===== src/rtl/step_ctrl.sv =====
// step_ctrl -- single-step / free-run controller for a small core.
//
// The raw push button is synchronized, debounced on clock-divider ticks and
// turned into a one-shot step request on its rising edge. A four-state FSM
// (IDLE, RUN, STEP, HALTED) turns ticks into registered one-cycle core
// clock-enable pulses and keeps a saturating count of pulses issued.
//
// Ports
//   clk       system clock, rising edge
//   rst       asynchronous reset, active low
//   tick      one-cycle clock-enable pulse from the divider
//   btn_raw   raw asynchronous step button, active high
//   run_mode  1 = free-run, 0 = single-step
//   halt      halt request from the core (level)
//   cpu_en    registered one-cycle core clock-enable pulse
//   state     0 IDLE, 1 RUN, 2 STEP, 3 HALTED
//   btn_db    debounced button level
//   step_cnt  cpu_en pulses since reset, saturating at 255
module step_ctrl #(
  parameter int unsigned DB_TICKS = 4
) (
  input  logic       clk,
  input  logic       rst,
  input  logic       tick,
  input  logic       btn_raw,
  input  logic       run_mode,
  input  logic       halt,
  output logic       cpu_en,
  output logic [1:0] state,
  output logic       btn_db,
  output logic [7:0] step_cnt
);

  typedef enum logic [1:0] {
    IDLE   = 2'd0,
    RUN    = 2'd1,
    STEP   = 2'd2,
    HALTED = 2'd3
  } st_t;

  localparam logic [3:0] DB_LIM = 4'(DB_TICKS);

  st_t        st;
  logic       sync1, sync2;
  logic [3:0] db_cnt;
  logic       btn_db_d;
  logic       step_req;

  assign state = st;

  // Two-flop synchronizer; nothing else looks at btn_raw.
  always_ff @(posedge clk or negedge rst) begin
    if (!rst) begin
      sync1 <= 1'b0;
      sync2 <= 1'b0;
    end else begin
      sync1 <= btn_raw;
      sync2 <= sync1;
    end
  end

  // Debounce: the counter only advances on ticks while the synchronized
  // level disagrees with btn_db; any agreement restarts it. The level flips
  // on the tick that brings the count up to DB_TICKS.
  always_ff @(posedge clk or negedge rst) begin
    if (!rst) begin
      db_cnt   <= 4'd0;
      btn_db   <= 1'b0;
      btn_db_d <= 1'b0;
    end else begin
      btn_db_d <= btn_db;
      if (sync2 == btn_db) begin
        db_cnt <= 4'd0;
      end else if (tick) begin
        if (db_cnt + 4'd1 >= DB_LIM) begin
          btn_db <= sync2;
          db_cnt <= 4'd0;
        end else begin
          db_cnt <= db_cnt + 4'd1;
        end
      end
    end
  end

  // One cycle high after btn_db rises. Both flops reset to 0, so reset
  // release cannot fake an edge.
  assign step_req = btn_db & ~btn_db_d;

  // Main FSM. cpu_en is registered, so a pulse appears the cycle after the
  // tick that caused it. Ticks are only acted on in a state we were already
  // in, so a tick coincident with entering RUN/STEP is ignored. Step
  // requests seen outside IDLE simply fall away. The ~cpu_en term keeps the
  // enable from ever lasting two cycles even if ticks arrive back to back.
  always_ff @(posedge clk or negedge rst) begin
    if (!rst) begin
      st     <= IDLE;
      cpu_en <= 1'b0;
    end else begin
      cpu_en <= 1'b0;
      case (st)
        IDLE: begin
          if (run_mode)      st <= RUN;
          else if (step_req) st <= STEP;
        end
        RUN: begin
          if (halt) begin
            st <= HALTED;
          end else begin
            // A tick in the same cycle as run_mode dropping is still honoured.
            if (tick) cpu_en <= ~cpu_en;
            if (!run_mode) st <= IDLE;
          end
        end
        STEP: begin
          if (halt) begin
            st <= HALTED;
          end else if (tick) begin
            cpu_en <= ~cpu_en;
            st     <= IDLE;
          end
        end
        HALTED: begin
          if (!halt && !run_mode) st <= IDLE;
        end
        default: st <= IDLE;
      endcase
    end
  end

  // Saturating pulse counter.
  always_ff @(posedge clk or negedge rst) begin
    if (!rst) begin
      step_cnt <= 8'd0;
    end else if (cpu_en && step_cnt != 8'hFF) begin
      step_cnt <= step_cnt + 8'd1;
    end
  end

endmodule


===== config.mk =====
export PLATFORM = sky130hd
export DESIGN_NAME = step_ctrl
export DESIGN_NICKNAME = d
export VERILOG_FILES = /design/src/rtl/step_ctrl.sv
export SDC_FILE = /design/constraint.sdc
export NUM_CORES = 1
export LEC_CHECK = 0
export CAP_MARGIN = 15
export CORE_AREA = 2 2 50 52
export DETAILED_ROUTE_END_ITERATION = 8
export DIE_AREA = 0 0 52 54
export GPL_ROUTABILITY_DRIVEN = 0
export PLACE_DENSITY_LB_ADDON = 0.2
export SYNTH_ARGS = -nofsm -noshare
export SYNTH_HDL_FRONTEND = slang
export SYNTH_SLANG_ARGS = --single-unit
export TNS_END_PERCENT = 1

===== constraint.sdc =====
create_clock -name clk -period 1.5 [get_ports clk]
set_input_delay 0.225 -clock clk [delete_from_list [all_inputs] [get_ports clk]]
set_output_delay 0.225 -clock clk [all_outputs]
set_load 0.05 [all_outputs]

# After elaboration in Yosys (flattened, before gate mapping)
# Index checks and enable logic that the tools add are counted.
# word_totals
reg_bits	19
elab_cells	47
# classes
order_cmp	1
bitwise	4
reduce_logical	9
addsub	2
mux	14
n_eq_ne	9
# ops
operator	count
$mux 2	7
$mux 4	3
$ne 3x3->1 const B	3
$add 8x1->8 const B	1
$ne 8x8->1 const B	1
$pmux 2 s4	1
$add 4x1->4 const B	1
$eq 2x2->1 const B	2
$ge 4x3->1 const B	1
$reduce_and 4->1	1
$mux 1	3
$not 1->1	3
$reduce_and 3->1	1
$eq 2x1->1 const B	1
$logic_and 1x1->1	2
$logic_not 1->1	2
$logic_not 2->1	1
$ne 2x2->1 const B	1
$reduce_bool 2->1	1
$reduce_or 2->1	1
$and 1x1->1	1
$eq 1x1->1	1

# Longest topological paths before layout
# Gate-level depths: netlist of the first run.
# depth
word_depth	5
mapped_depth	6
depth_no_buf	6

# Least setup slack after synthesis of the first run
# Ideal clock, no wire load.
# synth_path
kind	register -> register
from	reg step_cnt[0]
to	reg step_cnt[1]
arrival_time_ns	1.540
stages_incl_launch_ff	5
t_required_ns	1.375
slack_ns	-0.165
cell_sequence	dfrtp_1 -> ha_1 -> nand4_1 -> nand2_1 -> mux2_2
# synth_via
elab_chain_len	2
word_cells_on_any_way	3
cone_classes	1 x add/sub; 1 x eq/ne; 1 x reduce/logical
# synth_rtl
element	line	text
from (decl)	31	output logic [7:0] step_cnt
from (signal assigned)	135	step_cnt <= step_cnt + 8'd1;
branches (longest 2 deep; another with $add 8x1->8)	--	
# Parallel ways; which one is timed is not known.
# A chain may end at the register's enable or synchronous reset.

# Worst setup path after layout of the first run
# layout_path
from	reg db_cnt[0]
to	reg btn_db
# layout_via
elab_chain_len	3
# layout_rtl
element	line	text
from (decl)	45	logic [3:0] db_cnt;
from (signal assigned)	79	db_cnt <= db_cnt + 4'd1;
$add 4x1->4	75	if (db_cnt + 4'd1 >= DB_LIM) begin
$ge 4x3->1	75	
$reduce_and 3->1 (no line)	--	
to (signal assigned)	76	btn_db <= sync2;
to (decl)	30	output logic btn_db,
# Every way passes these cells.

==> results of run 1 <==
## flip-flops by register name, indices dropped and copies added, names as in the netlist
| register | cells |
|---|---|
| db_cnt | 4 |
| btn_db_d | 1 |
| state | 2 |
| btn_db | 1 |
| step_cnt | 8 |
| sync2 | 1 |
| sync1 | 1 |
| cpu_en | 1 |
## logic make-up after synthesis
kind of cell	synth area share, %
flip-flops	49.4
XOR/XNOR	3.64
AO/OA/AOI/OAI	9.88
buffers and inverters	1.56
multiplexers	4.55
AND/OR/NAND/NOR	21.8
adder cells (fa/ha/maj)	9.10
## synth_stat cells (2+ instances only)
cell type	number	area (µm²)
nor2_1	6	22.5
nand2b_1	2	12.5
inv_1	4	15.0
nand3_1	3	15.0
nor2b_1	2	12.5
xor2_1	2	17.5
dfrtp_1	19	475
a21oi_1	8	40.0
nor3_1	2	10.0
nand4_1	5	31.3
nand2_1	9	33.8
a41oi_1	2	17.5
xnor2_1	2	17.5
and3_1	3	18.8
mux2_2	2	22.5
nand3b_1	2	15.0
and2_1	2	12.5
ha_1	7	87.6
## area by class of cell
class | instances | area (µm²)
clock buffer | 4 | 26.3
fill | 208 | 900
inverter | 4 | 15.0
multi-input combinational | 69 | 495
sequential | 19 | 480
tap | 30 | 37.5
timing repair buffer | 27 | 365
## where the power goes
group	total (mW)	internal [mW]	switching [mW]
Combinational	1.44	0.707	0.735
Clock	0.266	0.104	0.162
Sequential	0.842	0.659	0.183
Total	2.55	1.47	1.08
## repair_timing
item	in CTS	in global routing
resized for setup	1	4
hold buffers	0	0
setup endpoints to repair	1	4
pin swaps	0	3
## worst reg2reg max path: cells and delay by family, from the launching register on
kind                       cells  cell delay, ps
and+or+nand+nor                1              60
AOI/OAI and AO/OA              1             260
adders and majority gates      1             230
muxes                          1             350
DFF                            1             420
## placed cells by master (no fill, tap or decap), types with 3 or more instances in the layout
cell type         n
buf_12           12
inv_1             4
a21oi_1           8
clkbuf_4          3
and3_1            3
nor2_1            6
buf_4            10
nand2_1           9
nand4_1           5
dfrtp_1          15
clkdlybuf4s50_1   5
nand3_1           3
ha_1              5
dfrtp_2           4
## stage by stage
step / setup TNS, ps / hold WS, ps / area (µm²) / instances / util, %
after detailed placement: -46.0 / 339 / 1370 / 149 / 59.1
after CTS: 0 / 240 / 1400 / 153 / 60.4
final: 0 / 242 / 1420 / 153 / 61.2
after global routing: 0 / 270 / 1420 / 153 / 61.2
after floorplan: -291 / -70.6 / 967 / 92 / -
after global placement: 0 / 334 / 1370 / 149 / 59.1
## routing by layer
layer | vias to the layer above | part of all wire (%)
met3 | 5 | 3.4
li1 | 396 | -
met5 | - | 0
met2 | 14 | 49
met1 | 379 | 45
met4 | 0 | 2.9
## how the worst max path moves through the flow
stage,from,end,slack [ps],depth (start not counted)
floorplan,step_cnt[4],step_cnt[1],-160,4
global placement,tick,btn_db,8,4
detailed placement,db_cnt[0],btn_db,-50,4
CTS,state[1],state[0],10,6
global route,db_cnt[0],btn_db,4,4
finish,db_cnt[0],btn_db,70,4
==> results.yml, run 1 <==
clock_tree:
  clk_latency_ps: 310
  clk_pin_slew_ps: 100
  clock_path_buffers: 2
  cts_root_buf: "clkbuf_4"
  cts_tree: "built"
  htree_levels: 1
  cts_sinks: 19
  post_cts_buffers: 0
  cts_buffers: 3
logic_synthesis:
  synthFlopType: "dfrtp_1"
  ys_seq_area_share_pct: 49.4
  ys_types: 28
  syn_inst: 92
  netlist_area_um2: 962
  synth-edff-count: 0
  synth_area_per_cell_um2: 10.5
  yosysWarnings: 0
  synthArstFlopShare_pct: 100
  synth_seq_cells: 19
  syn-num-nets: 105
worst_setup_path:
  worst-r2r-setup-slack_ps: 70
  critical_path.top_delay_family: "flip-flops"
  arrival_ps: 1630
  crit_path_cell_trace: "ha_2 -> nor3_2 -> a311oi_1 -> mux2_1"
  crit_required_ps: 1700
  path_buf_inv: 0
  r2r-end: "btn_db"
  worstRegToRegCells: 4
  crit_slowest_cell: "dfrtp_1"
  criticalPathCategory: "flop to flop"
  r2r-start: "db_cnt[0]"
  crit_fanout: 5
  cp-start-kind: "flop"
  end_kind: "flop"
  max_stage_delay_ps: 420
timing:
  relSlewSlack_pct: 77.1
  final_max_slew_viol_count: 0
  hold_viol_final: 0
  setup_slack_ps: 69.4
  period_share_pct: 95.4
  rsz0062_at_grt: "no"
  setup_viol: 0
  tightest_slew_ps: 342
  fin_crit_ps: 1430
  finalClockSkew_ps: 1.61
  fmax_ghz: 0.699
detailed_routing:
  drtPass1Iterations: 4
  vias_per_cell: 5.19
  wl_um: 1940
  wire_per_inst_um: 12.7
  ant_nets: 0
  drc: 0
  vias: 794
  drt_iter0_drc: 5
grt:
  top_usage_layer: "met2"
  grt_max_degree: 20
  grt_usage_pct: 16.2
  antenna_found_initial: 0
  grt_pass1_vias: 756
  grt_pass1_wl_um: 3210
  grtUsageMet3_pct: 1.94
  gr-usage-met1_pct: 20.8
  grt-ovfl-total: 0
  use_met2_pct: 24.7
power_and_ir_drop:
  p_total_mw: 2.55
  peakVddDrop_mv: 1.18
  p_leak_nw: 0.632
  p_per_area_nw_per_um2: 1790
floorplan:
  die_y_um: 54
  initial_core_util_pct: 41.5
  dieArea_um2: 2810
  die_w_um: 52
  ioPinCount: 18
  rows: 18
  core_area_um2: 2320
finish:
  syn_to_final_growth_pct: 47.6
  nets: 137
  drive_gt1_share_pct: 30.1
  n_antenna_cell: 0
placed_design:
  place_hpwl_um: 1470
  numPortBuffers: 17
  place_ws_ps: -46.0
run:
  maxCapViolCount: 0
worst_hold_path:
  hp-class: "input pin to asynchronous set/reset pin"
status:
  status: "finished, final reports clean"
Note: power is estimated with default switching activity, not from simulation.
==> run 2: changes to the inputs <==
CAP_MARGIN = 25   (was 15)
SLEW_MARGIN = 20   (was default)
==> results of run 2 <==
The final DEF is identical to that of run 1; final timing and power are the same.
